[src/rtl/alu_issue_pkg.sv]
// Shared definitions for the ALU issue/writeback stage.
//   - opcode constants for the five legal ALU operations
//   - FSM state encoding
//   - bit positions of the instruction fields
//   - helpers that classify an opcode
package alu_issue_pkg;

    localparam int OP_W   = 3;
    localparam int REG_AW = 3;

    // Instruction layout: [15:13] opcode, [12:10] rd, [9:7] rs, [6:4] rt
    localparam int INSTR_W = 16;
    localparam int OP_HI   = 15;
    localparam int OP_LO   = 13;
    localparam int RD_HI   = 12;
    localparam int RD_LO   = 10;
    localparam int RS_HI   = 9;
    localparam int RS_LO   = 7;
    localparam int RT_HI   = 6;
    localparam int RT_LO   = 4;

    localparam logic [OP_W-1:0] OP_AND = 3'b000;
    localparam logic [OP_W-1:0] OP_OR  = 3'b001;
    localparam logic [OP_W-1:0] OP_ADD = 3'b010;
    localparam logic [OP_W-1:0] OP_SUB = 3'b110;
    localparam logic [OP_W-1:0] OP_SLT = 3'b111;

    typedef enum logic [1:0] {
        ST_IDLE = 2'd0,
        ST_READ = 2'd1,
        ST_EXEC = 2'd2,
        ST_WB   = 2'd3
    } state_t;

    function automatic logic is_legal_op(input logic [OP_W-1:0] op);
        return (op == OP_AND) || (op == OP_OR) || (op == OP_ADD) ||
               (op == OP_SUB) || (op == OP_SLT);
    endfunction

    // Only add and subtract produce a meaningful carry.
    function automatic logic is_arith_op(input logic [OP_W-1:0] op);
        return (op == OP_ADD) || (op == OP_SUB);
    endfunction

endpackage

[src/rtl/alu_issue_regfile_8x16.sv]
// Register file for the issue stage.
//   clk, rst_n            clock, asynchronous active-low reset (clears all entries)
//   rd_addr_a/rd_data_a   combinational read port A (rs operand)
//   rd_addr_b/rd_data_b   combinational read port B (rt operand)
//   dbg_addr/dbg_data     combinational debug read port
//   wr_en/wr_addr/wr_data synchronous write port; writes to entry 0 are dropped
module regfile_8x16 #(
    parameter int DATA_W = 16,
    parameter int NREG   = 8,
    parameter int AW     = 3
) (
    input  logic              clk,
    input  logic              rst_n,
    input  logic [AW-1:0]     rd_addr_a,
    output logic [DATA_W-1:0] rd_data_a,
    input  logic [AW-1:0]     rd_addr_b,
    output logic [DATA_W-1:0] rd_data_b,
    input  logic [AW-1:0]     dbg_addr,
    output logic [DATA_W-1:0] dbg_data,
    input  logic              wr_en,
    input  logic [AW-1:0]     wr_addr,
    input  logic [DATA_W-1:0] wr_data
);

    logic [DATA_W-1:0] regs [NREG];
    logic [NREG-1:0]   wr_sel;

    // One-hot write decode; entry 0 is never selected, so it stays at its
    // reset value of zero and every read of r0 returns 0.
    generate
        for (genvar gi = 0; gi < NREG; gi++) begin : g_wr_sel
            if (gi == 0) begin : g_r0
                assign wr_sel[gi] = 1'b0;
            end else begin : g_rn
                assign wr_sel[gi] = wr_en && (wr_addr == AW'(gi));
            end
        end
    endgenerate

    always_ff @(posedge clk or negedge rst_n) begin
        if (!rst_n) begin
            for (int i = 0; i < NREG; i++) begin
                regs[i] <= '0;
            end
        end else begin
            for (int i = 0; i < NREG; i++) begin
                if (wr_sel[i]) begin
                    regs[i] <= wr_data;
                end
            end
        end
    end

    assign rd_data_a = regs[rd_addr_a];
    assign rd_data_b = regs[rd_addr_b];
    assign dbg_data  = regs[dbg_addr];

endmodule

[src/rtl/alu_issue.sv]
// Issue/writeback stage around an external combinational 16-bit ALU.
// Accepts one instruction per four cycles (IDLE -> READ -> EXEC -> WB),
// reads rs/rt from the register file, presents them to the ALU, captures
// the result and writes it back to rd.
//   clk, rst_n               clock, asynchronous active-low reset
//   instr_valid/instr_ready  instruction handshake; instr is the word
//   alu_x, alu_y, alu_op     ALU operands/opcode, stable outside EXEC
//   alu_result, alu_cout     combinational ALU response
//   done, err                registered one-cycle pulses during WB
//   flag_c                   sticky carry from the last add/subtract
//   dbg_addr, dbg_data       combinational register debug read
module alu_issue
    import alu_issue_pkg::*;
#(
    parameter int DATA_W = 16,
    parameter int NREG   = 8
) (
    input  logic              clk,
    input  logic              rst_n,
    input  logic              instr_valid,
    output logic              instr_ready,
    input  logic [15:0]       instr,
    output logic [DATA_W-1:0] alu_x,
    output logic [DATA_W-1:0] alu_y,
    output logic [2:0]        alu_op,
    input  logic [DATA_W-1:0] alu_result,
    input  logic              alu_cout,
    output logic              done,
    output logic              err,
    output logic              flag_c,
    input  logic [2:0]        dbg_addr,
    output logic [DATA_W-1:0] dbg_data
);

    state_t state_reg, state_next;

    logic [INSTR_W-1:0] ir;
    logic [DATA_W-1:0]  x_q, y_q, res_q;
    logic               c_q;
    logic [OP_W-1:0]    op_q;
    logic               done_reg, err_reg, flag_c_reg;

    logic [OP_W-1:0]    ir_op;
    logic [REG_AW-1:0]  ir_rd, ir_rs, ir_rt;
    logic [DATA_W-1:0]  rs_data, rt_data;
    logic               wr_en;
    logic               unused_ir_bits;

    assign ir_op = ir[OP_HI:OP_LO];
    assign ir_rd = ir[RD_HI:RD_LO];
    assign ir_rs = ir[RS_HI:RS_LO];
    assign ir_rt = ir[RT_HI:RT_LO];
    assign unused_ir_bits = ^ir[RT_LO-1:0];

    // Illegal opcodes walk through WB without touching the register file;
    // rd == 0 is filtered inside the register file.
    assign wr_en = (state_reg == ST_WB) && is_legal_op(ir_op);

    regfile_8x16 #(
        .DATA_W (DATA_W),
        .NREG   (NREG),
        .AW     (REG_AW)
    ) u_regfile (
        .clk       (clk),
        .rst_n     (rst_n),
        .rd_addr_a (ir_rs),
        .rd_data_a (rs_data),
        .rd_addr_b (ir_rt),
        .rd_data_b (rt_data),
        .dbg_addr  (dbg_addr),
        .dbg_data  (dbg_data),
        .wr_en     (wr_en),
        .wr_addr   (ir_rd),
        .wr_data   (res_q)
    );

    always_ff @(posedge clk or negedge rst_n) begin
        if (!rst_n) begin
            state_reg <= ST_IDLE;
        end else begin
            state_reg <= state_next;
        end
    end

    always_comb begin
        state_next = state_reg;
        case (state_reg)
            ST_IDLE: if (instr_valid) state_next = ST_READ;
            ST_READ: state_next = ST_EXEC;
            ST_EXEC: state_next = ST_WB;
            ST_WB:   state_next = ST_IDLE;
            default: state_next = ST_IDLE;
        endcase
    end

    assign instr_ready = (state_reg == ST_IDLE);

    always_ff @(posedge clk or negedge rst_n) begin
        if (!rst_n) begin
            ir         <= '0;
            x_q        <= '0;
            y_q        <= '0;
            res_q      <= '0;
            c_q        <= 1'b0;
            op_q       <= '0;
            done_reg   <= 1'b0;
            err_reg    <= 1'b0;
            flag_c_reg <= 1'b0;
        end else begin
            // Pulses are set on the EXEC->WB edge so they are high exactly in WB.
            done_reg <= (state_reg == ST_EXEC);
            err_reg  <= (state_reg == ST_EXEC) && !is_legal_op(ir_op);
            case (state_reg)
                ST_IDLE: begin
                    if (instr_valid) begin
                        ir <= instr;
                    end
                end
                ST_READ: begin
                    // Operands and opcode change only here, so the ALU inputs
                    // are stable during EXEC and hold through WB/IDLE/READ.
                    x_q  <= rs_data;
                    y_q  <= rt_data;
                    op_q <= ir_op;
                end
                ST_EXEC: begin
                    res_q <= alu_result;
                    if (is_arith_op(ir_op)) begin
                        c_q <= alu_cout;
                    end
                end
                ST_WB: begin
                    if (is_arith_op(ir_op)) begin
                        flag_c_reg <= c_q;
                    end
                end
                default: ;
            endcase
        end
    end

    assign alu_x  = x_q;
    assign alu_y  = y_q;
    assign alu_op = op_q;
    assign done   = done_reg;
    assign err    = err_reg;
    assign flag_c = flag_c_reg;

endmodule

[config.mk]
export PLATFORM = sky130hd
export DESIGN_NAME = alu_issue
export DESIGN_NICKNAME = d
export VERILOG_FILES = /design/src/rtl/alu_issue_pkg.sv /design/src/rtl/alu_issue_regfile_8x16.sv /design/src/rtl/alu_issue.sv
export SDC_FILE = /design/constraint.sdc
export NUM_CORES = 1
export LEC_CHECK = 0
export BUFFER_PORTS_ARGS = -buffer_cell sky130_fd_sc_hd__buf_2
export CAP_MARGIN = 5
export CORE_ASPECT_RATIO = 0.8
export CORE_MARGIN = 2
export CORE_UTILIZATION = 25
export DETAILED_ROUTE_END_ITERATION = 10
export GPL_ROUTABILITY_DRIVEN = 1
export GPL_TIMING_DRIVEN = 0
export PLACE_DENSITY = 0.44
export REMOVE_ABC_BUFFERS = 1
export SLEW_MARGIN = 20
export SYNTH_ARGS = -nofsm -noshare
export SYNTH_HDL_FRONTEND = slang
export SYNTH_SLANG_ARGS = --single-unit
[constraint.sdc]
create_clock -name clk -period 2.6 [get_ports clk]
set_input_delay 0.26 -clock clk [delete_from_list [all_inputs] [get_ports clk]]
set_output_delay 0.26 -clock clk [all_outputs]
set_load 0.03 [all_outputs]
==> out/qor.yml <==
yosys.area.top_type: "dfrtp_1"
drt-pass1-iter-count: 4
gp_congestion: 0.725
syn_to_final_growth_pct: 18.2
start_util: 0.253
startpoint_type: "flip-flop"
cts.clk_slew.worst_paths_ns: 0.07
synth_area_leaders: "dfrtp_1, mux2_2, mux2_4"
cts_sinks: 181
min_from: "instr[12]"
synth_most_common_cell: "mux2_2"
cellPowerDensity_nw_per_um2: 1360
hold_path.class: "input port to flip-flop"
rr_worst_depth: 6
drive_gt1_frac: 0.528
drtIter0Drc: 522
grt_pass1_vias: 6704
fin_total_pwr_uw: 15600
ys.flop_type: "dfrtp_1"
ioPinCount: 94
path_class: "flip-flop to flip-flop"
period_needed_ns: 2.50
cp-end-kind: "flip-flop"
synthArstFlopShare: 1.00
multiInputGateArea_um2: 4840
fin_crit_sh: 0.960
setup_ws_ns: 0.104
die_height_um: 180
final-max-slew-violation-count: 0
wire_per_inst_um: 22.2
route.detailed.drc: 0
max-vdd-ir-drop_mv: 0.546
r2r-end: "u_regfile.regs[21]"
clkLatencyLatePin_ns: 0.46
ctsRootBufferMaster: "clkbuf_16"
rsz0062_at_grt: "false"
p_leak_uw: 0.00492
rows: 64
cts_buffers: 17
hold-path-cell-count: 2
syn-instance-count: 734
r2r_setup_slack_ns: 0.10
synth.distinct_cells: 31
ys_seq_area_frac: 0.467
r2r-start: "state_reg[0]"
place_ws_ns: -0.316
synth.cell_area_um2: 9700
maxCapViolations: 0
synth-edff-count: 0
clock_path_buffers: 2
nFillCells: 3887
hold_end: "ir[12]"
fin_skew_ns: 0.0141
largest_register_ffs: 112
port_buffers: 89
routed_wl_um: 29100
overflow: 0
yosys-top-cells-count: "mux2_2, dfrtp_1, a221oi_1"
antenna_found_initial: 1
cts_tree: "built"
grt_max_degree: 85
grtUsageTotal: 0.149
die_area_um2: 40400
hpwl_um: 18900
arrival_ns: 2.84
ys_ff_latch: 181
cp_data_required_time_ns: 2.94
status: "complete, no violations"
final-setup-viol-count: 0
die_w_um: 224
relSlewSlack: 0.244
vias_per_cell: 4.98
tightest_slew_ns: 1.13
regMostFlops: "u_regfile.regs"
vias: 6532
synth_warnings: 0
antenna_cells: 0
layout.nets: 848
synth_top_cell_area_share: 0.467
ant_nets: 0
core_area_um2: 38300
timing.fmax_mhz: 401
cts.htree.levels: 4
syn_avg_cell_area_um2: 13.2
ff_latch_area_um2: 4540
path_max_fanout: 7
grt_pass1_wl_um: 44700
hold_viol_final: 0
[cells by family after synthesis]
logic type / synth area share
AOI/OAI and AO/OA: 0.0986
adders and majority gates: 0.00516
buffers and inverters: 0.0378
DFF: 0.467
muxes: 0.352
and+or+nand+nor: 0.0394
[per-layer routing]
metal / global-route usage / routed length [um] / vias to the layer above
li1: - / - / 2952
met1: 0.220 / 14600 / 3384
met2: 0.217 / 12600 / 169
met3: 0.0341 / 1480 / 27
met4: 0.0413 / 346 / 0
met5: 0 / 0 / -
[how the worst max path moves through the flow]
stage                             from                  to  slack [ns]  depth (start not counted)
final                     state_reg[0]  u_regfile.regs[21]        0.10                          6
after detailed placement   dbg_addr[1]        dbg_data[15]       -0.32                          6
after global placement    state_reg[1]            alu_y[5]       -2.50                          5
after CTS                  dbg_addr[1]        dbg_data[13]        0.03                          6
after floorplan           state_reg[1]            alu_x[0]       -0.28                          5
after global routing       dbg_addr[1]        dbg_data[13]        0.01                          6
[cell type report]
class / instances / share of cell area
Clock buffer: 20 / 0.0407
Clock inverter: 11 / 0.0109
Inverter: 17 / 0.00557
Multi-Input combinational cell: 476 / 0.422
Sequential cell: 181 / 0.396
Tap cell: 495 / 0.0540
Timing Repair Buffer: 112 / 0.0707
[through the flow]
step                cells  utilization  instance area [um^2]  hold slack, ns  TNS [ns]
floorplan             674            -                  9400         -0.0356     -9.05
global placement     1258        0.273                 10500           0.479   -496.78
detailed placement   1279        0.283                 10800           0.203     -5.34
CTS                  1312        0.299                 11500          0.0123         0
global route         1312        0.299                 11500          0.0162         0
finish               1312        0.299                 11500          0.0338         0
[report_power, final]
part,switching (uW),internal [uW]
Clock,1210,1490
Combinational,3610,3580
Sequential,1550,4170
Total,6380,9250
[placed cells by master (no fill, tap or decap), types with 4 or more instances in the layout]
master	count
a211oi_1	32
a21oi_1	15
a221oi_1	46
buf_16	4
buf_2	86
buf_4	5
buf_6	6
buf_8	7
clkbuf_16	17
dfrtp_1	179
inv_1	17
mux2_2	217
mux2_4	40
mux4_2	16
nand2_1	8
nand2b_2	4
nor2_1	35
nor2b_1	4
o22ai_1	32
[worst max-delay path, stage by stage (launching register included)]
cell,delay (ns)
dfrtp_1,0.45
ha_1,0.23
nand2_1,0.19
nor4b_4,0.74
buf_6,0.26
buf_8,0.16
mux2_2,0.34
[what timing repair did]
action,4_1_cts,5_1_grt
resized for setup,8,0
setup endpoints to repair,47,0
setup buffers,0,0
endpoints found under the hold margin,46,0
hold buffers,2,0
Note: power is estimated with default switching activity, not from simulation.
